## config.mk

```make
export PLATFORM = sky130hd
export DESIGN_NAME = ps2_key_decoder
export DESIGN_NICKNAME = d
export VERILOG_FILES = /design/src/rtl/sudoku_pkg.sv /design/src/rtl/ps2_rx.sv /design/src/rtl/ps2_key_decoder.sv
export SDC_FILE = /design/constraint.sdc
export NUM_CORES = 1
export LEC_CHECK = 0
export CORE_MARGIN = 2
export CORE_UTILIZATION = 60
export CTS_BUF_LIST = sky130_fd_sc_hd__clkbuf_4 sky130_fd_sc_hd__clkbuf_8
export CTS_CLUSTER_SIZE = 24
export DETAILED_ROUTE_END_ITERATION = 10
export PLACE_DENSITY = 0.78
export SYNTH_ARGS = -nofsm -noshare
export SYNTH_HDL_FRONTEND = slang
export SYNTH_SLANG_ARGS = --single-unit
```

## constraint.sdc

```tcl
create_clock -name clock -period 3.6 [get_ports clock]
set_clock_uncertainty 0.15 [all_clocks]
set_input_delay 0.9 -clock clock [delete_from_list [all_inputs] [get_ports clock]]
set_output_delay 0.9 -clock clock [all_outputs]
set_load 0.05 [all_outputs]
```

## src/rtl/sudoku_pkg.sv

```systemverilog
// Shared key-code and scan-code definitions for the sudoku board front end.
package sudoku_pkg;

  typedef enum logic [3:0] {
    KEY_NONE  = 4'd0,
    KEY_W     = 4'd1,
    KEY_D     = 4'd2,
    KEY_S     = 4'd3,
    KEY_A     = 4'd4,
    KEY_DIG1  = 4'd5,
    KEY_DIG2  = 4'd6,
    KEY_DIG3  = 4'd7,
    KEY_DIG4  = 4'd8,
    KEY_DIG5  = 4'd9,
    KEY_DIG6  = 4'd10,
    KEY_DIG7  = 4'd11,
    KEY_DIG8  = 4'd12,
    KEY_DIG9  = 4'd13,
    KEY_CLEAR = 4'd14
  } key_code_t;

  typedef enum logic [1:0] {
    RX_IDLE,
    RX_DATA,
    RX_PARITY,
    RX_STOP
  } rx_state_t;

  typedef enum logic [1:0] {
    DEC_NORMAL,
    DEC_BREAK,
    DEC_EXT,
    DEC_EXT_BREAK
  } dec_state_t;

  localparam logic [7:0] SC_BREAK = 8'hF0;
  localparam logic [7:0] SC_EXT   = 8'hE0;
  localparam logic [7:0] SC_W     = 8'h1D;
  localparam logic [7:0] SC_D     = 8'h23;
  localparam logic [7:0] SC_S     = 8'h1B;
  localparam logic [7:0] SC_A     = 8'h1C;
  localparam logic [7:0] SC_1     = 8'h16;
  localparam logic [7:0] SC_2     = 8'h1E;
  localparam logic [7:0] SC_3     = 8'h26;
  localparam logic [7:0] SC_4     = 8'h25;
  localparam logic [7:0] SC_5     = 8'h2E;
  localparam logic [7:0] SC_6     = 8'h36;
  localparam logic [7:0] SC_7     = 8'h3D;
  localparam logic [7:0] SC_8     = 8'h3E;
  localparam logic [7:0] SC_9     = 8'h46;
  localparam logic [7:0] SC_BKSP  = 8'h66;

  // Scan set 2 make code to board key code; anything unmapped gives KEY_NONE.
  function automatic key_code_t scan_to_key(input logic [7:0] sc);
    key_code_t k;
    case (sc)
      SC_W:    k = KEY_W;
      SC_D:    k = KEY_D;
      SC_S:    k = KEY_S;
      SC_A:    k = KEY_A;
      SC_1:    k = KEY_DIG1;
      SC_2:    k = KEY_DIG2;
      SC_3:    k = KEY_DIG3;
      SC_4:    k = KEY_DIG4;
      SC_5:    k = KEY_DIG5;
      SC_6:    k = KEY_DIG6;
      SC_7:    k = KEY_DIG7;
      SC_8:    k = KEY_DIG8;
      SC_9:    k = KEY_DIG9;
      SC_BKSP: k = KEY_CLEAR;
      default: k = KEY_NONE;
    endcase
    return k;
  endfunction

endpackage

```

## src/rtl/ps2_rx.sv

```systemverilog
// PS/2 frame receiver: synchronizes and de-glitches the pins, then assembles
// start/data/parity/stop frames into bytes, abandoning stalled frames.
module ps2_rx
  import sudoku_pkg::*;
#(
  parameter int TIMEOUT_CYCLES = 50_000
) (
  input  logic       clock,
  input  logic       reset,
  input  logic       ps2_clk,
  input  logic       ps2_data,
  output logic       byte_valid,
  output logic [7:0] byte_data,
  output logic       frame_error
);

  localparam int TW = $clog2(TIMEOUT_CYCLES + 1);
  localparam logic [TW-1:0] TIMEOUT_LAST = TW'(TIMEOUT_CYCLES - 1);

  logic [1:0]    clk_sync_q, clk_sync_d;
  logic [1:0]    data_sync_q, data_sync_d;
  logic [3:0]    filt_shift_q, filt_shift_d;
  logic          filt_clk_q, filt_clk_d;
  rx_state_t     state_q, state_d;
  logic [7:0]    shift_q, shift_d;
  logic [2:0]    bit_cnt_q, bit_cnt_d;
  logic [TW-1:0] timeout_q, timeout_d;
  logic          byte_valid_q, byte_valid_d;
  logic          frame_error_q, frame_error_d;

  logic strobe;
  logic data_bit;
  logic parity_ok;
  logic timeout_hit;

  // Two-flop synchronizers plus a 4-sample filter that only flips the clock level on a unanimous window.
  always_comb begin
    clk_sync_d   = {clk_sync_q[0], ps2_clk};
    data_sync_d  = {data_sync_q[0], ps2_data};
    filt_shift_d = {filt_shift_q[2:0], clk_sync_q[1]};
    filt_clk_d   = filt_clk_q;
    if (filt_shift_d == 4'h0) begin
      filt_clk_d = 1'b0;
    end else if (filt_shift_d == 4'hF) begin
      filt_clk_d = 1'b1;
    end
  end

  assign strobe      = filt_clk_q & ~filt_clk_d;
  assign data_bit    = data_sync_q[1];
  assign parity_ok   = ^{shift_q, data_bit};
  assign timeout_hit = (state_q != RX_IDLE) && !strobe && (timeout_q == TIMEOUT_LAST);

  // Frame state register; reset returns to an idle bus.
  always_ff @(posedge clock or posedge reset) begin
    if (reset) begin
      state_q <= RX_IDLE;
    end else begin
      state_q <= state_d;
    end
  end

  // Frame sequencing: one bit per strobe, any stall outside IDLE aborts the frame.
  always_comb begin
    state_d = state_q;
    unique case (state_q)
      RX_IDLE: begin
        if (strobe && !data_bit) state_d = RX_DATA;
      end
      RX_DATA: begin
        if (timeout_hit) state_d = RX_IDLE;
        else if (strobe && bit_cnt_q == 3'd7) state_d = RX_PARITY;
      end
      RX_PARITY: begin
        if (timeout_hit) state_d = RX_IDLE;
        else if (strobe) state_d = parity_ok ? RX_STOP : RX_IDLE;
      end
      RX_STOP: begin
        if (timeout_hit || strobe) state_d = RX_IDLE;
      end
      default: state_d = RX_IDLE;
    endcase
  end

  // Shift register, bit counter, stall timer and the one-cycle result pulses.
  always_comb begin
    shift_d       = shift_q;
    bit_cnt_d     = bit_cnt_q;
    byte_valid_d  = 1'b0;
    frame_error_d = 1'b0;
    timeout_d     = (state_q == RX_IDLE || strobe) ? '0 : timeout_q + 1'b1;
    if (timeout_hit) begin
      frame_error_d = 1'b1;
      timeout_d     = '0;
    end
    unique case (state_q)
      RX_IDLE: begin
        if (strobe && !data_bit) bit_cnt_d = 3'd0;
      end
      RX_DATA: begin
        if (strobe) begin
          shift_d   = {data_bit, shift_q[7:1]};
          bit_cnt_d = bit_cnt_q + 3'd1;
        end
      end
      RX_PARITY: begin
        if (strobe && !parity_ok) frame_error_d = 1'b1;
      end
      RX_STOP: begin
        if (strobe) begin
          if (data_bit) byte_valid_d = 1'b1;
          else frame_error_d = 1'b1;
        end
      end
      default: ;
    endcase
  end

  // Datapath registers; synchronizers and filter preset high to match an idle bus.
  always_ff @(posedge clock or posedge reset) begin
    if (reset) begin
      clk_sync_q    <= 2'b11;
      data_sync_q   <= 2'b11;
      filt_shift_q  <= 4'hF;
      filt_clk_q    <= 1'b1;
      shift_q       <= 8'h00;
      bit_cnt_q     <= 3'd0;
      timeout_q     <= '0;
      byte_valid_q  <= 1'b0;
      frame_error_q <= 1'b0;
    end else begin
      clk_sync_q    <= clk_sync_d;
      data_sync_q   <= data_sync_d;
      filt_shift_q  <= filt_shift_d;
      filt_clk_q    <= filt_clk_d;
      shift_q       <= shift_d;
      bit_cnt_q     <= bit_cnt_d;
      timeout_q     <= timeout_d;
      byte_valid_q  <= byte_valid_d;
      frame_error_q <= frame_error_d;
    end
  end

  assign byte_valid  = byte_valid_q;
  assign byte_data   = shift_q;
  assign frame_error = frame_error_q;

endmodule

```

## src/rtl/ps2_key_decoder.sv

```systemverilog
// Turns received scan-code bytes into one-cycle board key codes, tracking
// break/extended prefixes and suppressing typematic repeats of the held key.
module ps2_key_decoder
  import sudoku_pkg::*;
#(
  parameter int TIMEOUT_CYCLES = 50_000
) (
  input  logic       clock,
  input  logic       reset,
  input  logic       ps2_clk,
  input  logic       ps2_data,
  output logic [3:0] key_input,
  output logic       frame_error
);

  logic       byte_valid;
  logic [7:0] byte_data;

  dec_state_t state_q, state_d;
  logic [7:0] held_code_q, held_code_d;
  logic [3:0] key_input_q, key_input_d;
  key_code_t  mapped;

  ps2_rx #(
    .TIMEOUT_CYCLES(TIMEOUT_CYCLES)
  ) u_rx (
    .clock      (clock),
    .reset      (reset),
    .ps2_clk    (ps2_clk),
    .ps2_data   (ps2_data),
    .byte_valid (byte_valid),
    .byte_data  (byte_data),
    .frame_error(frame_error)
  );

  assign mapped = scan_to_key(byte_data);

  // Decode state register.
  always_ff @(posedge clock or posedge reset) begin
    if (reset) begin
      state_q <= DEC_NORMAL;
    end else begin
      state_q <= state_d;
    end
  end

  // Prefix tracking: F0 marks a release, E0 an extended key we never act on.
  always_comb begin
    state_d = state_q;
    if (byte_valid) begin
      unique case (state_q)
        DEC_NORMAL: begin
          if (byte_data == SC_BREAK) state_d = DEC_BREAK;
          else if (byte_data == SC_EXT) state_d = DEC_EXT;
        end
        DEC_BREAK:     state_d = DEC_NORMAL;
        DEC_EXT:       state_d = (byte_data == SC_BREAK) ? DEC_EXT_BREAK : DEC_NORMAL;
        DEC_EXT_BREAK: state_d = DEC_NORMAL;
        default:       state_d = DEC_NORMAL;
      endcase
    end
  end

  // Emit a code only for a mapped make that differs from the key already held.
  always_comb begin
    key_input_d = KEY_NONE;
    held_code_d = held_code_q;
    if (byte_valid) begin
      unique case (state_q)
        DEC_NORMAL: begin
          if (byte_data != SC_BREAK && byte_data != SC_EXT &&
              mapped != KEY_NONE && byte_data != held_code_q) begin
            key_input_d = mapped;
            held_code_d = byte_data;
          end
        end
        DEC_BREAK: begin
          if (byte_data == held_code_q) held_code_d = 8'h00;
        end
        default: ;
      endcase
    end
  end

  // Held key and registered one-cycle key output.
  always_ff @(posedge clock or posedge reset) begin
    if (reset) begin
      held_code_q <= 8'h00;
      key_input_q <= 4'd0;
    end else begin
      held_code_q <= held_code_d;
      key_input_q <= key_input_d;
    end
  end

  assign key_input = key_input_q;

endmodule

```

==> results.yml <==
critical_path:
  worstSetupPathType: "register to output pin"
  rr_worst_depth: 5
  path_max_fanout: 1
  reg2reg_slack_ns: 1.16
  crit_family: "buffers and inverters"
  cp.required_ns: 2.55
  cp-start-kind: "register"
  worstPathBufferInverterCount: 1
  worstPathCellList: "clkdlybuf4s50_1"
  worstPathArrival_ns: 1.45
  slowest_stage: "clkdlybuf4s50_1"
  end_kind: "output pin"
  worst_path_largest_cell_delay_ns: 0.80
  cp_num_cells: 1
die:
  rows: 24
  die_y_um: 71.1
  fp.coreArea_um2: 4350
  initial_core_util: 0.621
  ios: 9
  chipWidth_um: 71.1
  dieArea_um2: 5060
placement:
  gp_congestion: 0.882
  dpl_cell_area_um2: 2790
  port_buffers: 8
  dp.cells: 306
  dp_hpwl_mm: 3.36
  place_ws_ns: 1.17
global_routing:
  grt_max_degree: 30
  grt_first_pass_wirelength_mm: 8.52
  grt_usage: 0.218
  grt_antenna_before_repair: 0
  grt-ovfl-total: 0
  grt_pass1_vias: 1782
synth:
  synth_top_cell_by_area: "dfrtp_1"
  synthCells: 256
  avgSynthCellArea_um2: 10.6
  synthArstFlopShare: 1.00
  synth_edf_count: 0
  synthTopCellsByArea: "dfrtp_1 (42%), dfstp_2 (7.8%), xor2_1 (5.8%), mux2i_1 (5.2%), nor2_1 (3.7%)"
  synth_nets: 263
  ys.flop_type: "dfrtp_1"
  synth_common_cells: "dfrtp_1 (45), nor2_1 (27), nand2_1 (23)"
  ys_ff_latch: 53
  ys_warn_count: 0
  synth_most_common_cell: "dfrtp_1"
  syn_area_um2: 2700
  seq_area_frac_synth: 0.494
  ys_types: 50
  synth_top_area_frac: 0.416
cells_and_area:
  antenna_cells: 0
  stdcell_area_um2: 2910
  fin_cells: 314
  layout.nets: 268
  drive_above_1_share: 0.103
  area_growth_pct: 7.59
timing:
  finalSetupTns_ns: 0
  setup_viol: 0
  setup_ws_ns: 1.10
  fmax_mhz: 400
  holdWs_ns: 0.211
  slew_headroom: 0.393
  rsz0062_at_grt: "false"
  slew_violations: 0
  hold_viol_final: 0
  fin_crit_sh: 0.694
  finalCriticalPeriod_ns: 2.50
  tightest_slew_ns: 0.898
routing:
  totalWireLength_mm: 4.81
  drt-vias-per-instance: 5.86
  drt-initial-drc-count: 168
  avgRoutedWirePerCell_um: 15.3
  first_pass_iters: 4
  drt.antenna.violating_nets: 0
  drc_errors: 0
  vias: 1841
clock_network:
  cts_tree: "built"
  clockRootBuffer: "clkbuf_8"
  cts.sinks: 53
  cts_made_buffers: 5
  htreeDepth: 2
  clkTransAtPathRegs_ns: 0.09
  post_cts_buffers: 0
  worst_skew_pair.late_latency_ns: 0.31
  cts.repair.resized: 0
  cts_max_path_buffers: 2
  hold_buffers: 0
power:
  switching_share: 0.220
  ir_drop_mv: 0.295
  power.leakage_uw: 0.00130
  p_switching_uw: 236
  powerDensity_nw_per_um2: 368
  combinationalPowerShare: 0.040
  seqPwrFrac: 0.578
  p_int_uw: 835
  pwr-share-clk: 0.382
worst_hold_path:
  hold_class: "register to register"
  whs_path_depth: 0
run:
  maxCapViolCount: 0
outcome:
  status: "complete, no violations"
per-layer routing:
| metal | global-route usage | wire length, µm | vias up |
|---|---|---|---|
| met4 | 0.0692 | 59 | 0 |
| met5 | 0 | 0 | - |
| met2 | 0.313 | 2150 | 54 |
| met1 | 0.328 | 2340 | 893 |
| met3 | 0.0556 | 263 | 6 |
| li1 | - | - | 888 |
worst paths after layout:
check,start,to
max reg2reg,u_rx.byte_data[0]$_DFFE_PP0P_,held_code_q[7]$_DFFE_PP0P_
max,u_rx.frame_error$_DFF_PP0_,frame_error
max in group asynchronous,reset,held_code_q[0]$_DFFE_PP0P_
min reg2reg,u_rx.clk_sync_q[0]$_DFF_PP1_,u_rx.clk_sync_q[1]$_DFF_PP1_
min,u_rx.clk_sync_q[0]$_DFF_PP1_,u_rx.clk_sync_q[1]$_DFF_PP1_
min in group asynchronous,reset,u_rx.frame_error$_DFF_PP0_
through the flow:
| stage | util | total power [µW] |
|---|---|---|
| 2_1_floorplan | - | 660 |
| 3_3_place_gp | 0.641 | 673 |
| 3_5_place_dp | 0.641 | 675 |
| 4_1_cts | 0.668 | 1080 |
| 5_1_grt | 0.668 | 1120 |
| 6_report | 0.668 | 1070 |
sequential cells by signal, summed over array words and instances, names as in the netlist, 3 cells and up:
register / cells
held_code_q: 8
u_rx.filt_shift_q: 3
u_rx.byte_data: 8
key_input: 4
u_rx.timeout_q: 16
u_rx.bit_cnt_q: 3
kinds of logic after synthesis:
kind of cell    after synthesis  share of synthesized area
compound gates               31                     0.0990
simple gates                 97                      0.184
xor+xnor                     29                     0.0990
flops                        53                      0.494
mux                          17                     0.0643
fa+ha+maj                     3                     0.0139
buf+inv                      26                     0.0458
cell type report:
cell class	count	area, µm²
multi-input combinational	177	1240
sequential	53	1340
fill	346	1450
clock inverter	3	47.5
clock buffer	5	68.8
timing repair buffer	10	95.1
tap	52	65.1
inverter	14	52.6
layout by cell type (no fill, tap or decap), drive strengths merged, types with 6 or more instances in the layout:
master	Yosys	final
dfrtp	45	45
nor2	27	27
nand2	23	23
xor2	18	18
inv	14	16
mux2i	14	14
xnor2	10	10
clkdlybuf4s50	0	8
dfstp	8	8
o21ai	6	6
nand3	6	6
nor3	6	6
nand2b	6	6
power by group through the flow:
| stage | clock, µW | combinational, µW | sequential, µW |
|---|---|---|---|
| floorplan | 0 | 36.0 | 624 |
| global placement | 0 | 42.7 | 630 |
| detailed placement | 0 | 44.3 | 631 |
| CTS | 419 | 44.3 | 619 |
| global route | 445 | 50.5 | 622 |
| finish | 409 | 42.6 | 619 |
(Power assumes the default switching activity.)
